$ cat src/rtl/conv_encoder.sv
// conv_encoder: rate-1/2 convolutional encoder that feeds the Viterbi decoder.
// Accepts one information bit per input handshake and emits one 2-bit coded
// symbol per output handshake through a single output register stage. Each
// frame starts in trellis state 0. When TAIL_EN is set, M zero tail bits are
// appended so that each frame also ends in state 0.
//
// Ports:
//   clk, rst        clock and synchronous active-high reset
//   in_valid/ready  information bit handshake (in_bit, in_last)
//   out_valid/ready coded symbol handshake (out_sym = {c1,c0}, out_last, out_tail)
//   enc_state       shift-register contents after the latest update
//
// state  | meaning
// -------+--------------------------------------------------------------
// IDLE   | between frames, sr = 0, waiting for the first bit of a frame
// DATA   | inside a frame, accepting information bits
// TAIL   | flushing M zero bits, input held off (in_ready = 0)

module conv_encoder #(
   parameter int             K       = 5,
   parameter int             M       = K - 1,
   parameter logic [K-1:0]   G0      = 5'b10011,
   parameter logic [K-1:0]   G1      = 5'b11101,
   parameter int             TAIL_EN = 1
) (
   input  logic         clk,
   input  logic         rst,
   input  logic         in_valid,
   output logic         in_ready,
   input  logic         in_bit,
   input  logic         in_last,
   output logic         out_valid,
   input  logic         out_ready,
   output logic [1:0]   out_sym,
   output logic         out_last,
   output logic         out_tail,
   output logic [M-1:0] enc_state
);

   localparam int CW = (M > 1) ? $clog2(M) : 1;

   localparam logic [1:0] S_IDLE = 2'd0;
   localparam logic [1:0] S_DATA = 2'd1;
   localparam logic [1:0] S_TAIL = 2'd2;

   logic [1:0]    state;
   logic [M-1:0]  sr;
   logic [CW-1:0] tail_cnt;

   logic          adv;
   logic          accept;
   logic          b;
   logic [K-1:0]  u;
   logic [M-1:0]  sr_next;
   logic [1:0]    sym_next;

   // The output is one register deep: advance only when it is empty or
   // being drained this cycle.
   assign adv      = !out_valid || out_ready;
   assign in_ready = (state != S_TAIL) && adv;
   assign accept   = in_valid && in_ready;

   assign b        = (state == S_TAIL) ? 1'b0 : in_bit;
   assign u        = {sr, b};
   assign sr_next  = {sr[M-2:0], b};
   assign sym_next = {^(G1 & u), ^(G0 & u)};

   assign enc_state = sr;

   always_ff @(posedge clk) begin
      if (rst) begin
         state     <= S_IDLE;
         sr        <= '0;
         tail_cnt  <= '0;
         out_valid <= 1'b0;
         out_sym   <= 2'b00;
         out_last  <= 1'b0;
         out_tail  <= 1'b0;
      end else begin
         // Drained with nothing new behind it; overridden below if a new
         // symbol is registered in the same cycle.
         if (out_valid && out_ready) begin
            out_valid <= 1'b0;
         end

         case (state)
            S_IDLE, S_DATA: begin
               if (accept) begin
                  out_valid <= 1'b1;
                  out_sym   <= sym_next;
                  out_tail  <= 1'b0;
                  if (in_last) begin
                     if (TAIL_EN != 0) begin
                        state    <= S_TAIL;
                        sr       <= sr_next;
                        out_last <= 1'b0;
                     end else begin
                        // Without a tail the frame closes here, so the next
                        // frame must restart from state 0.
                        state    <= S_IDLE;
                        sr       <= '0;
                        out_last <= 1'b1;
                     end
                  end else begin
                     state    <= S_DATA;
                     sr       <= sr_next;
                     out_last <= 1'b0;
                  end
               end
            end

            S_TAIL: begin
               if (adv) begin
                  out_valid <= 1'b1;
                  out_sym   <= sym_next;
                  out_tail  <= 1'b1;
                  sr        <= sr_next;
                  if (tail_cnt == CW'(M - 1)) begin
                     out_last <= 1'b1;
                     tail_cnt <= '0;
                     state    <= S_IDLE;
                  end else begin
                     out_last <= 1'b0;
                     tail_cnt <= tail_cnt + 1'b1;
                  end
               end
            end

            default: begin
               state    <= S_IDLE;
               sr       <= '0;
               tail_cnt <= '0;
            end
         endcase
      end
   end

endmodule

$ cat config.mk
export PLATFORM = sky130hd
export DESIGN_NAME = conv_encoder
export DESIGN_NICKNAME = d
export VERILOG_FILES = /design/src/rtl/conv_encoder.sv
export SDC_FILE = /design/constraint.sdc
export NUM_CORES = 1
export LEC_CHECK = 0
export ABC_AREA = 1
export CAP_MARGIN = 20
export CORE_MARGIN = 1.5
export CORE_UTILIZATION = 45
export CTS_CLUSTER_DIAMETER = 120
export DETAILED_ROUTE_END_ITERATION = 10
export PLACE_DENSITY = 0.72
export SLEW_MARGIN = 20
export SYNTH_ARGS = -nofsm -noshare
export SYNTH_HDL_FRONTEND = slang
export SYNTH_SLANG_ARGS = --single-unit
$ cat constraint.sdc
create_clock -name clk -period 2.06 [get_ports clk]
set_input_delay 0.618 -clock clk [delete_from_list [all_inputs] [get_ports clk]]
set_output_delay 0.618 -clock clk [all_outputs]
set_load 0.05 [all_outputs]
==> results of run 1 <==
-- synthesized netlist by cell type --
library cell,n
a21oi_1,9
a21oi_2,1
clkbuf_1,1
clkinv_2,1
dfxtp_1,13
ha_1,1
inv_1,16
inv_2,1
nand2_1,29
nand2_2,4
nand3_1,5
nand4_1,2
nor2_1,7
nor2_4,1
o21ai_0,1
o21ai_1,2
xnor2_1,1
xor2_1,1
-- flip-flops by register name (all words and copies together), names as in the netlist --
register	cells
tail_cnt	2
state	2
out_last	1
out_valid	1
out_tail	1
enc_state	4
out_sym	2
-- metal layers --
layer,vias up,track usage
met1,249,0.226
met3,2,0.0489
li1,336,-
met4,0,0.100
met5,-,0
met2,11,0.282
-- what timing repair did --
item	4_1_cts	5_1_grt
setup endpoints to repair	1	0
buffers inserted	1	0
resized for setup	2	0
endpoints found under the hold margin	0	0
-- report_power, final --
part           total (mW)  internal, mW  switching [mW]  leakage [nW]
logic               0.191        0.0690           0.122         0.289
registers           0.285         0.269          0.0162         0.106
clock network       0.164        0.0750          0.0886        0.0150
-- worst register-to-register path, stage by stage (launching register included) --
cell,delay [ns]
dfxtp_1,0.33
nand2_1,0.07
buf_4,0.13
buf_4,0.13
nand2_1,0.05
nand2_1,0.12
nand2_2,0.12
nand2_1,0.07
a21oi_2,0.13
-- how the worst min path moves through the flow --
stage	cells past startpoint	from	slack [ns]	to
after floorplan	2	tail_cnt[1]$_SDFFE_PP0P_	0.44	tail_cnt[1]$_SDFFE_PP0P_
after global placement	2	tail_cnt[1]$_SDFFE_PP0P_	0.45	tail_cnt[1]$_SDFFE_PP0P_
after detailed placement	2	tail_cnt[1]$_SDFFE_PP0P_	0.46	tail_cnt[1]$_SDFFE_PP0P_
after CTS	2	tail_cnt[1]$_SDFFE_PP0P_	0.47	tail_cnt[1]$_SDFFE_PP0P_
after global routing	2	tail_cnt[1]$_SDFFE_PP0P_	0.50	tail_cnt[1]$_SDFFE_PP0P_
final	2	tail_cnt[1]$_SDFFE_PP0P_	0.47	tail_cnt[1]$_SDFFE_PP0P_
-- metrics by stage --
step,hold slack [ns],area (sq um),power (mW)
global route,0.498,841,0.677
finish,0.472,841,0.640
CTS,0.474,841,0.643
floorplan,0.443,641,0.418
detailed placement,0.463,808,0.479
global placement,0.454,808,0.478
-- cell type report --
cell class | count | area share
multi-input combinational | 64 | 0.366
sequential | 13 | 0.310
timing repair buffer | 18 | 0.189
inverter | 18 | 0.0818
clock buffer | 4 | 0.0313
tap | 15 | 0.0223
-- cell families (layout without fill, tap and decap cells) --
| kind of cell | count (synthesis) | in the layout |
|---|---|---|
| AND/OR/NAND/NOR | 48 | 48 |
| XOR/XNOR | 2 | 2 |
| AO/OA/AOI/OAI | 13 | 13 |
| adder cells (fa/ha/maj) | 1 | 1 |
| flip-flops | 13 | 13 |
| buffers and inverters | 19 | 40 |
==> metrics.txt, run 1 <==
status completed; CP delay by family, top buffers and inverters; antenna violations before repair 0; Critical Path Sink Type output pin; via count ~600; critical path depth 6; Place WS -0.0387 ns; Max Slew Vio Count 0; via/cell ratio 4.53; CP max FO 2; area of the multi-input gates 308 sq um; crit-path most repeated cell nand2_1; Seq cells post-synth 13; Sinks on Clock Net 13; post-synthesis xor/xnor area fraction 0.0273; Final ANT Viol Nets 0; post-synth top area share 0.406; maximum VDD drop around 0.60 mV; cells on worst reg2reg path 8; Fin. Hold Viols 0; largest family of logic cells by synthesized area simple AND/OR/NAND/NOR gates; Simple-Gate Fraction of Synth Area 0.326; Mapped Nets around 100; Syn Inst Count between 90 and 100; first-pass GRT wire length 1930 um; final-stage net count between 100 and 150; Chip Height around 41 um; Fmax about 0.54 GHz; Final Util 0.638; routability cong. between 0.8 and 0.9; Critical Path Source Type primary input; post-synthesis adder-cell area fraction 0.0195; Placed Cells roughly 130; grt total ovfl 0; CTS tree yes; FF/Latch Area ~260 sq um; DR DRC count 0; RSZ-0062 raised after global routing false; top layer in use met4; die extent in x around 40 um; worst path bufs/invs 4; I/O pin cnt 16; crit path capture in_ready; Final WS setup between 0.2 and 0.25 ns; Port Buffers 15; most frequent cells in the layout nand2_1 (29), inv_1 (15), dfxtp_1 (13); CP Data Required Time 1.44 ns; Routed WL about 1300 um; register area share after synthesis 0.406; crit path cell chain dlygate4sd2_1 > inv_1 > nand2_1 > nand2_1 > inv_2 > buf_12; syn avg cell area between 6 and 7 sq um; worst reg2reg startpoint out_valid$_SDFF_PP0_; Yosys warnings 0; row count 13; layout cell share with drive strength beyond 1 0.214; final worst-path cycle share 0.899; TritonRoute pass-1 iters 1; Tmin final ~1.9 ns; slowest CP cell dlygate4sd2_1; Distinct cells, synth 18; worst-skew pair later-pin latency 0.27 ns; CTS HTree Levels 1; mux share of post-synthesis cell area 0; vias in the first global route 480; Initial Util 0.486; hold crit path type flop to flop; CTS clk-pin slew, worst paths 0.08 ns; CTS root buf clkbuf_4; Final Non-Filler Cells 132; skew final between 0.004 and 0.005 ns; die area around 1700 sq um; r2r endpoint enc_state[3]$_SDFFE_PP0P_; Core ar. approximately 1300 sq um; Max-slew headroom 0.813; Worst R2R Setup Slack between 0.8 and 0.9 ns; worst slew pin tran 0.280 ns; Synth area leader dfxtp_1; initial drt markers 0; Synth-to-Final Area Change 31.3%; hold buffers post-CTS 0; Synth Area in Compound Gates 0.107; clk buf depth 2; setup TNS 0 ns; leakage dissipation between 0.4 and 0.5 nW; met2 wire length 517 um; fill count between 100 and 150; largest net degree at the start of global routing 10; commonest non-fill, non-tap cell in the layout nand2_1; Mapped Area around 640 sq um; top cells by area, synth dfxtp_1 (41%), nand2_1 (17%), inv_1 (9.4%), a21oi_1 (7.0%), nor2_1 (4.1%); Met3 Routed Length 44 um; WL per Instance around 9.5 um; power density over the cells around 760 nW/um^2; Tot GR Track Use 0.182; critical path arrival around 1.2 ns; Metal-1 WL slightly below 700 um; final setup vio count 0; diodes inserted 0; Max Cap Viol 0; HPWL Detailed 915 um; worst setup path startpoint out_ready; total CTS buffers 3; Setup CP Type primary input to output pin; CP max stage delay between 0.2 and 0.25 ns
Note: power is estimated with default switching activity, not from simulation.
==> inputs of run 2 (changes only) <==
CAP_MARGIN = unset   (was 20)
CTS_CLUSTER_DIAMETER = 40   (was 120)
MAX_ROUTING_LAYER = met4   (was unset)
==> run 2 against run 1 <==
Against the previous run:
- clock-buffer cell count unchanged
- non-clock buffer count unchanged
- critical path type unchanged
- die area unchanged
- worst setup slack unchanged
- register-to-register slack about the same
- via count up 0.17%
==> metrics.txt, run 2 (same netlist as run 1, synthesis figures left out) <==
net switching power 0.227 mW (about the same); via/cell ratio 4.54 (was 4.53); CTS clk-pin slew, worst paths 0.08 ns (about the same); Internal Power 0.413 mW (about the same); die area 1660 sq um (unchanged); Clock Power Share 0.255 (was 0.256); r2r endpoint enc_state[3]$_SDFFE_PP0P_ (unchanged); die extent in x 40.7 um (unchanged); I/O pin cnt 16 (unchanged); hold path endpoint tail_cnt[1]$_SDFFE_PP0P_ (unchanged); hold depth 2 (unchanged); hold_sp tail_cnt[1]$_SDFFE_PP0P_ (unchanged); maximum VDD drop 0.596 mV (was 0.598 mV); hold buffers post-CTS 0 (unchanged); total CTS buffers 3 (unchanged); Tot Pwr 0.639 mW (was 0.640 mW); Fmax 0.540 GHz (unchanged); status completed (unchanged); worst reg2reg startpoint out_valid$_SDFF_PP0_ (unchanged); skew final 0.00471 ns (was 0.00424 ns); largest net degree at the start of global routing 10 (unchanged); first-pass GRT wire length 1920 um (was 1930 um); final worst-path cycle share 0.899 (unchanged); CP Data Required Time 1.44 ns (about the same); Critical Path Sink Type output pin (unchanged); CTS tree yes (unchanged); initial drt markers 2 (was 0); Max Cap Viol 0 (unchanged); FF/Latch Area 260 sq um (unchanged); Tmin final 1.85 ns (unchanged); final-stage net count 125 (unchanged); Comb power frac 0.300 (was 0.299); Setup CP Type primary input to output pin (unchanged); clk buf depth 2 (unchanged); Max Slew Vio Count 0 (unchanged); row count 13 (unchanged); leakage dissipation 0.411 nW (unchanged); routability cong. 0.842 (was 0.829); fill count 132 (unchanged); Core ar. 1320 sq um (unchanged); area of the multi-input gates 308 sq um (unchanged); Chip Height 40.7 um (unchanged); most frequent cells in the layout nand2_1 (29), inv_1 (15), dfxtp_1 (13) (unchanged); final setup vio count 0 (unchanged); RSZ-0062 raised after global routing false (unchanged); hold crit path type flop to flop (unchanged); CTS HTree Levels 1 (unchanged); WL per Instance 9.59 um (was 9.51 um); Critical Path Source Type primary input (unchanged); Seq pwr share 0.445 (about the same); setup TNS 0 ns (unchanged); Sinks on Clock Net 13 (unchanged); Initial Util 0.486 (unchanged); Sw Ratio 0.355 (about the same); worst-skew pair later-pin latency 0.27 ns (about the same); commonest non-fill, non-tap cell in the layout nand2_1 (unchanged); TritonRoute pass-1 iters 2 (was 1); CP max FO 2 (unchanged); vias in the first global route 480 (unchanged); critical path arrival 1.23 ns (about the same); max FFs per register 4 (unchanged); antenna violations before repair 0 (unchanged); worst slew pin tran 0.280 ns (about the same); Tot GR Track Use 0.187 (was 0.182); WHS 0.472 ns (about the same); layout cell share with drive strength beyond 1 0.214 (unchanged); grt total ovfl 0 (unchanged); Fin. Hold Viols 0 (unchanged); power density over the cells 760 nW/um^2 (was 761 nW/um^2); Final ANT Viol Nets 0 (unchanged); Max-slew headroom 0.813 (about the same); Final Util 0.638 (unchanged); via count 599 (was 598); Worst R2R Setup Slack 0.86 ns (about the same); diodes inserted 0 (unchanged); CTS root buf clkbuf_4 (unchanged); Synth-to-Final Area Change 31.3% (unchanged); DR DRC count 0 (unchanged); Port Buffers 15 (unchanged); Routed WL 1270 um (was 1260 um); HPWL Detailed 915 um (unchanged); cells on worst reg2reg path 8 (unchanged)
==> run 2: cell counts in the layout (fill, tap and decap cells not counted) <==
Identical to the previous run, type by type.
==> run 2: power groups by stage <==
stage                     clock network, mW  logic, mW  registers (mW)
after floorplan                           0     0.0869           0.331
after global placement                    0      0.188           0.290
after detailed placement                  0      0.189           0.290
after CTS                             0.167      0.192           0.285
after global routing                  0.178      0.210           0.288
final                                 0.163      0.192           0.285
==> run 2: cell type report <==
class / count / share of cell area
clock buffer: 4 / 0.0313
tap: 15 / 0.0223
timing repair buffer: 18 / 0.189
sequential: 13 / 0.310
multi-input combinational: 64 / 0.366
inverter: 18 / 0.0818
==> run 2: worst max-delay path by stage <==
stage	from	to
finish	out_ready	in_ready
global route	out_ready	in_ready
CTS	out_ready	in_ready
detailed placement	out_ready	in_ready
global placement	out_ready	in_ready
floorplan	out_ready	in_ready
==> run 2: metal layers <==
metal | global-route usage | part of all wire | vias to the layer above | wire (um)
li1 | - | - | 336 | -
met1 | 0.226 | 0.54 | 250 | 680
met2 | 0.282 | 0.41 | 11 | 518
met3 | 0.0489 | 0.039 | 2 | 50
met4 | 0.100 | 0.013 | 0 | 17
met5 | - | 0 | - | 0
==> run 2: critical path: stages <==
cell and delay (ns):
dlygate4sd2_1 0.23, inv_1 0.05, nand2_1 0.06, nand2_1 0.09
inv_2 0.05, buf_12 0.14
==> run 2: stage by stage <==
| stage | worst slack, ns | area (sq um) | instances |
|---|---|---|---|
| 6_report | 0.207 | 841 | 132 |
| 5_1_grt | 0.155 | 841 | 132 |
| 4_1_cts | 0.212 | 841 | 132 |
| 3_5_place_dp | -0.0387 | 808 | 127 |
| 3_3_place_gp | -0.0112 | 808 | 127 |
| 2_1_floorplan | 0.314 | 641 | 96 |
==> run 2: timing repair <==
item,CTS,global route
resized for setup,2,0
endpoints found under the setup margin,1,0
setup buffers,1,0
